$ cat src/rtl/mio_bus_pkg.sv
// Shared types and constants for the CPU-to-RAM/peripheral bus bridge.
package mio_bus_pkg;

    typedef enum logic [2:0] {
        IDLE,
        RAM,
        RAM_RD,
        PER,
        DONE
    } bus_state_t;

    localparam logic [3:0]  RAM_REGION = 4'h0;
    localparam logic [3:0]  PER_REGION = 4'hF;
    localparam logic [31:0] ERR_DATA   = 32'hDEAD_BEEF;

    function automatic int port_w(input int n);
        return (n > 1) ? $clog2(n) : 1;
    endfunction

endpackage

$ cat src/rtl/mio_addr_decode.sv
// Combinational address decode: RAM window, peripheral port window, or unmapped.
module mio_addr_decode
    import mio_bus_pkg::*;
#(
    parameter int N_PORTS = 4,
    parameter int PW      = port_w(N_PORTS)
) (
    input  logic [31:0]   addr,
    output logic          is_ram,
    output logic          is_per,
    output logic [PW-1:0] port_idx,
    output logic          unmapped
);

    logic unused_addr_bits;
    assign unused_addr_bits = ^{addr[27:6], addr[1:0]};

    // The full 4-bit index field is range-checked so that aliases above N_PORTS fault.
    assign is_ram   = (addr[31:28] == RAM_REGION);
    assign is_per   = (addr[31:28] == PER_REGION) && (int'(addr[5:2]) < N_PORTS);
    assign port_idx = addr[PW+1:2];
    assign unmapped = !is_ram && !is_per;

endmodule

$ cat src/rtl/mio_bus_pipe.sv
// CPU bus bridge: single outstanding access to a sync-read RAM or an acked peripheral port.
//   state  | meaning
//   IDLE   | waiting for cpu_req; request fields latched on acceptance
//   RAM    | one-cycle RAM address/write strobe
//   RAM_RD | RAM read data returning; captured on exit for reads
//   PER    | peripheral selected, waiting for ack or timeout
//   DONE   | one-cycle cpu_ready pulse with cpu_err
module mio_bus_pipe
    import mio_bus_pkg::*;
#(
    parameter int N_PORTS   = 4,
    parameter int RAM_AW    = 10,
    parameter int TO_CYCLES = 15
) (
    input  logic                   clk,
    input  logic                   rst,
    input  logic                   cpu_req,
    input  logic                   mem_w,
    input  logic [31:0]            addr_bus,
    input  logic [31:0]            cpu_wdata,
    output logic [31:0]            cpu_rdata,
    output logic                   cpu_ready,
    output logic                   cpu_err,
    output logic [RAM_AW-1:0]      ram_addr,
    output logic [31:0]            ram_wdata,
    output logic                   ram_we,
    input  logic [31:0]            ram_rdata,
    output logic [N_PORTS-1:0]     per_sel,
    output logic                   per_we,
    output logic [31:0]            per_wdata,
    input  logic [32*N_PORTS-1:0]  per_rdata,
    input  logic [N_PORTS-1:0]     per_ack
);

    localparam int PW = port_w(N_PORTS);

    bus_state_t    state;
    logic [31:0]   addr_q;
    logic [31:0]   wdata_q;
    logic          we_q;
    logic [PW-1:0] port_q;
    logic [7:0]    to_cnt;

    logic          dec_ram;
    logic          dec_per;
    logic          dec_unmapped;
    logic [PW-1:0] dec_port;
    logic [31:0]   per_slice;
    logic          ack_hit;

    // Decoding the live bus in IDLE sees exactly the value latched at that edge.
    mio_addr_decode #(.N_PORTS(N_PORTS)) u_decode (
        .addr     (addr_bus),
        .is_ram   (dec_ram),
        .is_per   (dec_per),
        .port_idx (dec_port),
        .unmapped (dec_unmapped)
    );

    assign ram_addr  = addr_q[RAM_AW+1:2];
    assign ram_wdata = wdata_q;
    assign per_wdata = wdata_q;

    logic unused_addr_q;
    assign unused_addr_q = ^{addr_q[31:RAM_AW+2], addr_q[1:0]};

    always_comb begin
        per_slice = per_rdata[32*port_q +: 32];
        ack_hit   = per_ack[port_q];
    end

    always_ff @(posedge clk) begin
        if (rst) begin
            state     <= IDLE;
            addr_q    <= '0;
            wdata_q   <= '0;
            we_q      <= 1'b0;
            port_q    <= '0;
            to_cnt    <= '0;
            cpu_rdata <= '0;
            cpu_ready <= 1'b0;
            cpu_err   <= 1'b0;
            ram_we    <= 1'b0;
            per_we    <= 1'b0;
            per_sel   <= '0;
        end else begin
            cpu_ready <= 1'b0;
            cpu_err   <= 1'b0;
            ram_we    <= 1'b0;
            case (state)
                IDLE: begin
                    if (cpu_req) begin
                        addr_q  <= addr_bus;
                        wdata_q <= cpu_wdata;
                        we_q    <= mem_w;
                        port_q  <= dec_port;
                        if (dec_unmapped) begin
                            state     <= DONE;
                            cpu_ready <= 1'b1;
                            cpu_err   <= 1'b1;
                            if (!mem_w) cpu_rdata <= ERR_DATA;
                        end else if (dec_ram) begin
                            state  <= RAM;
                            ram_we <= mem_w;
                        end else begin
                            state   <= PER;
                            per_sel <= N_PORTS'(1) << dec_port;
                            per_we  <= mem_w;
                            to_cnt  <= '0;
                        end
                    end
                end
                RAM: state <= RAM_RD;
                RAM_RD: begin
                    if (!we_q) cpu_rdata <= ram_rdata;
                    state     <= DONE;
                    cpu_ready <= 1'b1;
                end
                PER: begin
                    // Ack is checked first so it beats a coincident timeout.
                    if (ack_hit) begin
                        if (!we_q) cpu_rdata <= per_slice;
                        state     <= DONE;
                        cpu_ready <= 1'b1;
                        per_sel   <= '0;
                        per_we    <= 1'b0;
                    end else if (to_cnt == 8'(TO_CYCLES - 1)) begin
                        cpu_rdata <= ERR_DATA;
                        state     <= DONE;
                        cpu_ready <= 1'b1;
                        cpu_err   <= 1'b1;
                        per_sel   <= '0;
                        per_we    <= 1'b0;
                    end else begin
                        to_cnt <= to_cnt + 8'd1;
                    end
                end
                DONE: state <= IDLE;
                default: state <= IDLE;
            endcase
        end
    end

endmodule

$ cat config.mk
export PLATFORM = sky130hd
export DESIGN_NAME = mio_bus_pipe
export DESIGN_NICKNAME = d
export VERILOG_FILES = /design/src/rtl/mio_bus_pkg.sv /design/src/rtl/mio_addr_decode.sv /design/src/rtl/mio_bus_pipe.sv
export SDC_FILE = /design/constraint.sdc
export NUM_CORES = 1
export LEC_CHECK = 0
export BUFFER_PORTS_ARGS = -buffer_cell sky130_fd_sc_hd__buf_4
export CORE_AREA = 2 2 133 135
export DETAILED_ROUTE_END_ITERATION = 8
export DIE_AREA = 0 0 135 137
export GPL_TIMING_DRIVEN = 0
export PLACE_DENSITY_LB_ADDON = 0.12
export SYNTH_ARGS = -nofsm -noshare
export SYNTH_HDL_FRONTEND = slang
export SYNTH_SLANG_ARGS = --single-unit
$ cat constraint.sdc
create_clock -name clk -period 1.9 [get_ports clk]
set_input_delay 0 -clock clk [delete_from_list [all_inputs] [get_ports clk]]
set_output_delay 0 -clock clk [all_outputs]
set_load 0.05 [all_outputs]
==> metrics.md, run 1 <==
| Metric | Value |
|---|---|
| Area growth syn-to-layout | `75.2%` |
| Syn Inst Count | `539` |
| CTS tree | `yes` |
| Worst Path Arrival | `2.38 ns` |
| Nets | `1169` |
| Post-DRT Antenna Nets | `0` |
| Multi-input logic area | `2740 µm²` |
| Kind of critical path | `flop to flop` |
| Synth top cells by count | `nand2_1, dfxtp_1, a21oi_1` |
| Initial antenna violation count | `0` |
| Maximum level of the CTS H-tree | `3` |
| Slew Limit Headroom | `56.6%` |
| F_max | `0.466 GHz` |
| Leakage | `3.89 nW` |
| Yosys top cell by area | `dfxtp_1` |
| Design area | `8760 µm²` |
| Initial cell density of the core | `29.3%` |
| DR WL/cell | `16.8 µm` |
| Synth warnings | `0` |
| All-Layer GR Usage | `20.8%` |
| Yosys reg bits | `94` |
| Setup_tns | `-8.86 ns` |
| Hold crit path type | `input port to flop` |
| Setup WS post-layout | `-0.246 ns` |
| Avg Cell Area, Syn | `9.27 µm²` |
| PwrDens | `666 nW/µm²` |
| CTS sink cnt | `94` |
| Final hold violation count | `0` |
| Clock Skews | `0.0106 ns` |
| Cts bufs inserted | `9` |
| Post-synthesis sequential area ratio | `37.6%` |
| Clk root buf | `clkbuf_16` |
| Initial DRC count | `181` |
| RSZ-0062 raised after global routing | `yes` |
| Die ar. | `18500 µm²` |
| Status | `finished, violations left` |
| Final min period | `2.15 ns` |
| Share of layout cells above drive strength 1 | `49.3%` |
| Post-Syn Nets | `773` |
| Overall via count from detail_route | `5516` |
| Top cells by area, synth | `dfxtp_1, mux4_2, nand2_1` |
| Die Y | `137 µm` |
| Clock Path Buffers | `2` |
| Post-synthesis cell type count | `51` |
| Pin count of the biggest net entering global routing | `17` |
| ANT cells | `0` |
| FFs w/ async S/R, synth | `0%` |
| Crit share post-route | `113%` |
| Gpl congestion | `0.780` |
| Synth Cell Area | `5000 µm²` |
| VDD IR max | `0.454 mV` |
| DP Area | `7740 µm²` |
| Die X | `135 µm` |
| Final Setup Violations | `48` |
| First-pass GRT wire length | `29800 µm` |
| Gr ovfl total | `0` |
| Crit Path Max Fanout | `7` |
| DRC viols | `0` |
| Reg area | `1890 µm²` |
| Placement row count | `48` |
| Post-DP HPWL | `15300 µm` |
| Count leader, synth | `nand2_1` |
| Vias in the first global route | `5636` |
| IO Count | `346` |
| Top-area cell type share of the netlist area | `37.6%` |
| Post-synth EDFFs | `0` |
| DR pass1 iterations | `4` |
| Critical Path End Type | `flop` |
| FILL cells | `1685` |
| Slew Limit Fails | `0` |
| # port buffers | `327` |
| Vias per inst | `4.73` |
| Worst-Margin Slew | `0.651 ns` |
| Worst EP required | `2.13 ns` |
| CP Launch Type | `flop` |
| Skew-Pair Late Insertion Delay | `0.35 ns` |
| Clk slew on worst S/H paths | `0.07 ns` |
| Core Area | `17100 µm²` |
| Top_reg_cell synth | `dfxtp_1` |
| Failing checks | `negative setup slack` |
| Max-Cap Viols | `0` |
| Drt total wl | `19500 µm` |
[cell families after synthesis]
| family | share of synthesized area, % |
|---|---|
| muxes | 19.7 |
| buffers and inverters | 9.29 |
| and+or+nand+nor | 16.1 |
| AOI/OAI and AO/OA | 16.8 |
| adders and majority gates | 0.501 |
| DFF | 37.6 |
[metal layers]
| metal | wire length (µm) | share of wire (%) | up-vias | GRT usage, % |
|---|---|---|---|---|
| met4 | 299 | 1.5 | 0 | 4.86 |
| li1 | - | - | 2733 | - |
| met2 | 10300 | 53 | 199 | 37.8 |
| met1 | 7630 | 39 | 2561 | 24.2 |
| met5 | 0 | 0 | - | 0 |
| met3 | 1290 | 6.6 | 23 | 6.00 |
[sequential cells by signal, indices dropped and copies added (netlist names), 3 cells and up]
signal / cells
cpu_rdata: 32
per_wdata: 32
addr_q: 10
to_cnt: 8
per_sel: 4
state: 3
[placed cells by master, fill, tap and decap left out, types with 7 or more instances in the layout]
cell type      count
a21oi_1           48
a22oi_1            8
a31oi_1            7
buf_4            370
clkbuf_1          17
clkbuf_16         10
clkbuf_2          12
dfxtp_1           91
dlygate4sd3_1     48
inv_1              7
mux2i_1           24
mux4_2            33
nand2_1          130
nand3_1            8
nor2_1            10
o21ai_1            9
o221ai_1          24
or4_1              7
[final timing paths]
check | startpoint | endpoint | slack (ns) | cells after the start
max | addr_q[2] | cpu_rdata[15] | -0.25 | 8
min | ram_rdata[28] | cpu_rdata[28] | 0.007 | 3
max reg2reg | addr_q[2] | cpu_rdata[15] | -0.25 | 8
min reg2reg | cpu_rdata[4] | cpu_rdata[4] | 0.45 | 2
[layout make-up]
type	count	share of cell area (%)
buffer	71	5.16
clock buffer	12	3.04
multi-input combinational	364	31.3
tap	225	3.21
sequential	94	21.6
timing repair buffer	388	35.1
inverter	7	0.300
clock inverter	4	0.400
[metrics by stage]
step / util, % / std cells / setup slack, ns / hold slack (ns) / power, mW
after floorplan: - / 539 / -0.213 / 0.101 / 3.20
after global placement: 45.4 / 1091 / -0.450 / 0.238 / 3.92
after detailed placement: 45.4 / 1091 / -0.474 / 0.236 / 3.92
after CTS: 50.7 / 1163 / -0.244 / 0.00101 / 5.86
after global routing: 51.3 / 1165 / -0.308 / 0.0180 / 6.11
final: 51.3 / 1165 / -0.246 / 0.00729 / 5.83
[report_power, final]
part           internal, mW  switching [mW]
clock                  1.01           0.811
sequential             2.08          0.0781
combinational         0.849            1.00
[timing repair]
action                     4_1_cts  5_1_grt
buffers inserted                 9        4
hold buffers                    48        0
gates cloned                     1        1
setup endpoints to repair       85       84
pin swaps                       17        7
gates resized for setup         22       28
hold endpoints to repair        54        0
[worst max-delay path, cell delays in order (launching register included)]
cell	delay [ns]
dfxtp_4	0.37
mux4_2	0.63
buf_6	0.17
a211o_4	0.29
o211ai_4	0.10
nor2_4	0.05
buf_12	0.14
clkbuf_16	0.15
mux2i_1	0.11
Note: power is estimated with default switching activity, not from simulation.
==> run 2: changes to the inputs <==
ABC_AREA = 1   (was unset)
CORE_AREA = 2 2 134 136   (was 2 2 133 135)
DIE_AREA = 0 0 136 138   (was 0 0 135 137)
==> run 2 against run 1 <==
Compared with the run above:
- the flow now finishes without violations
- register-to-register slack gained 0.37 ns
- clock-buffer cell count shrank 3
- via count grew 31%
- worst setup slack gained 0.37 ns
- clock power is essentially flat
- synthesized cell count grew 78%
- cell count grew 37%
- synthesized area grew 14%
- non-clock buffer count grew 24
- hold slack lost 0.00086 ns
- combinational power grew 25%
- fmax grew 21%
- critical path type unchanged
==> metrics.md, run 2 <==
| Metric | Value |
|---|---|
| Status | `complete, no violations` |
| Post-Syn Nets | `1195 (+55%)` |
| Top cells by area, synth | `dfxtp_1, nand2_1, nand3_1` |
| Worst-Margin Slew | `0.593 ns (-0.0576 ns)` |
| Synth Cell Area | `5710 µm² (+14%)` |
| CTS tree | `yes` |
| Post-synthesis sequential area ratio | `33.0% (-4.7 points)` |
| Clock Path Buffers | `2 (unchanged)` |
| Reg2Reg Capture Point | `cpu_rdata[21]` |
| Top-area cell type share of the netlist area | `33.0% (-4.7 points)` |
| FFs w/ async S/R, synth | `0% (unchanged)` |
| Yosys top cell by area | `dfxtp_1` |
| Clk root buf | `clkbuf_16` |
| DR WL/cell | `14.0 µm (-17%)` |
| F_max | `0.563 GHz (+21%)` |
| Drt total wl | `22200 µm (+14%)` |
| Slowest-stage cell, CP | `dfxtp_1` |
| Worst R2R Path Depth | `11 (+3)` |
| Maximum level of the CTS H-tree | `3 (unchanged)` |
| Overall via count from detail_route | `7227 (+31%)` |
| DR pass1 iterations | `4 (unchanged)` |
| DRC viols | `0 (unchanged)` |
| PwrDens | `680 nW/µm² (+2.1%)` |
| Initial antenna violation count | `0 (unchanged)` |
| Worst setup path start | `addr_q[3]` |
| Register-to-register setup slack | `0.12 ns (+0.37 ns)` |
| Setup_tns | `0 ns (+8.86 ns)` |
| Hold crit path type | `input port to flop` |
| Die Y | `138 µm (+0.73%)` |
| Clk slew on worst S/H paths | `0.07 ns (about the same)` |
| Setup crit end | `cpu_rdata[21]` |
| Kind of critical path | `flop to flop` |
| # port buffers | `326 (-0.31%)` |
| Crit path depth | `11 (+3)` |
| Initial DRC count | `202 (+12%)` |
| CP Launch Type | `flop` |
| Post-DRT Antenna Nets | `0 (unchanged)` |
| Top_reg_cell synth | `dfxtp_1` |
| Vias per inst | `4.54 (-4.1%)` |
| Crit Path Max Fanout | `10 (+3)` |
| Leakage | `4.67 nW (+20%)` |
| Count leader, synth | `nand2_1` |
| Final min period | `1.78 ns (-0.369 ns)` |
| Post-synth EDFFs | `0 (unchanged)` |
| Slowest stage delay, CP | `0.33 ns (-0.30 ns)` |
| Min Hold Slack | `0.00643 ns (-0.000861 ns)` |
| Reg2reg start | `addr_q[3]` |
| Worst Path Arrival | `2.02 ns (-0.36 ns)` |
| Placement row count | `49 (+2.1%)` |
| All-Layer GR Usage | `22.8% (+2.0 points)` |
| Die ar. | `18800 µm² (+1.5%)` |
| Final hold violation count | `0 (unchanged)` |
| Gr ovfl total | `0 (unchanged)` |
| RSZ-0062 raised after global routing | `no` |
| Critical path's top delay family | `buffers and inverters` |
| Avg Cell Area, Syn | `5.94 µm² (-36%)` |
| Clock Skews | `0.00845 ns (-0.00210 ns)` |
| Syn Inst Count | `961 (+78%)` |
| Yosys reg bits | `94 (unchanged)` |
| Critical Path End Type | `flop` |
| Slew Limit Fails | `0 (unchanged)` |
| Reg area | `1880 µm² (-0.26%)` |
| Core Area | `17500 µm² (+2.8%)` |
| Synth warnings | `0 (unchanged)` |
| Slew Limit Headroom | `60.5% (+3.8 points)` |
| Initial cell density of the core | `32.6% (+3.2 points)` |
| ANT cells | `0 (unchanged)` |
| Gpl congestion | `0.835 (+7.1%)` |
| Buf/Inv on CP | `4 (+1)` |
| FILL cells | `1806 (+7.2%)` |
| Worst EP required | `2.14 ns (about the same)` |
| Max-Cap Viols | `0 (unchanged)` |
| Post-synthesis cell type count | `28 (-45%)` |
| Multi-input logic area | `3100 µm² (+13%)` |
| Crit path cell chain | `buf_4 > inv_4 > nand3_2 > nand2_2 > inv_1 > clkbuf_4 > nand2_1 > nand2_1 > nand3_1 > nor2_1 > nor2_1` |
| Synth top cells by count | `nand2_1, nand3_1, nor2_1` |
| Pin count of the biggest net entering global routing | `17 (unchanged)` |
| Crit share post-route | `93.5% (-19 points)` |
| Cts bufs inserted | `9 (unchanged)` |
| IO Count | `346 (unchanged)` |
| First-pass GRT wire length | `34200 µm (+15%)` |
| Commonest cells after routing, fill and taps aside | `buf_4, nand2_1, nand3_1` |
| Final Setup Violations | `0 (-100%)` |
| Vias in the first global route | `6710 (+19%)` |
| Most common library cell in the layout ignoring fill and taps | `buf_4` |
| CTS sink cnt | `94 (unchanged)` |
| Skew-Pair Late Insertion Delay | `0.35 ns (about the same)` |
| Area growth syn-to-layout | `64.1%` |
| Die X | `136 µm (+0.74%)` |
| Nets | `1592 (+36%)` |
| Share of layout cells above drive strength 1 | `31.4% (-18 points)` |
| Post-DP HPWL | `17500 µm (+14%)` |
| VDD IR max | `0.464 mV (+2.2%)` |
run 2: timing repair:
| item | 4_1_cts | 5_1_grt |
|---|---|---|
| setup buffers | 0 | 2 |
| setup endpoints to repair | 0 | 37 |
| hold buffers | 58 | 0 |
| gates resized for setup | 0 | 14 |
| endpoints found under the hold margin | 60 | 0 |
run 2: worst min-delay path: cells and delay by family:
| family | cells | cell delay (ns) |
|---|---|---|
| AND/OR/NAND/NOR | 4 | 0.23 |
| buffers and inverters | 1 | 0.08 |
run 2: layer usage:
layer	GRT usage [%]	wire length (µm)
met1	26.5	9120
met2	41.3	11000
met3	5.68	1790
met4	5.92	327
met5	0	0
run 2: worst min path at each step:
stage | from | cells past startpoint | slack, ns | endpoint
finish | ram_rdata[16] | 5 | 0.006 | cpu_rdata[16]
global route | ram_rdata[20] | 5 | 0.02 | cpu_rdata[20]
floorplan | mem_w | 2 | 0.16 | ram_we
global placement | cpu_wdata[16] | 3 | 0.29 | per_wdata[16]
CTS | ram_rdata[1] | 5 | 0.001 | cpu_rdata[1]
detailed placement | cpu_wdata[16] | 3 | 0.29 | per_wdata[16]
run 2: where the power goes:
part | total [mW] | switching [mW] | internal, mW
sequential | 2.20 | 0.0932 | 2.11
clock | 1.84 | 0.816 | 1.02
combinational | 2.32 | 1.41 | 0.916
total | 6.36 | 2.32 | 4.05
run 2: logic make-up (layout without fill, tap and decap cells):
group / after synthesis / count (layout) / synth area share, %
AO/OA/AOI/OAI: 94 / 94 / 8.59
adder cells (fa/ha/maj): 2 / 2 / 0.438
buffers and inverters: 152 / 554 / 13.1
flip-flops: 94 / 94 / 33.0
AND/OR/NAND/NOR: 619 / 619 / 44.9
run 2: final cells by class:
class | count | share of cell area [%]
buffer | 97 | 5.87
clock buffer | 9 | 2.41
multi-input combinational | 715 | 33.1
clock inverter | 7 | 0.775
sequential | 94 | 20.1
inverter | 55 | 2.23
tap | 229 | 3.06
timing repair buffer | 386 | 32.5
run 2: metrics by stage:
stage	std cells	utilization, %	area (µm²)	power [mW]	worst slack, ns
floorplan	961	-	5710	3.61	0.0487
global placement	1516	48.1	8440	4.46	0.0893
detailed placement	1516	48.1	8440	4.47	0.0623
CTS	1590	53.2	9320	6.41	0.0561
global route	1592	53.4	9360	6.69	0.0144
finish	1592	53.4	9360	6.36	0.123
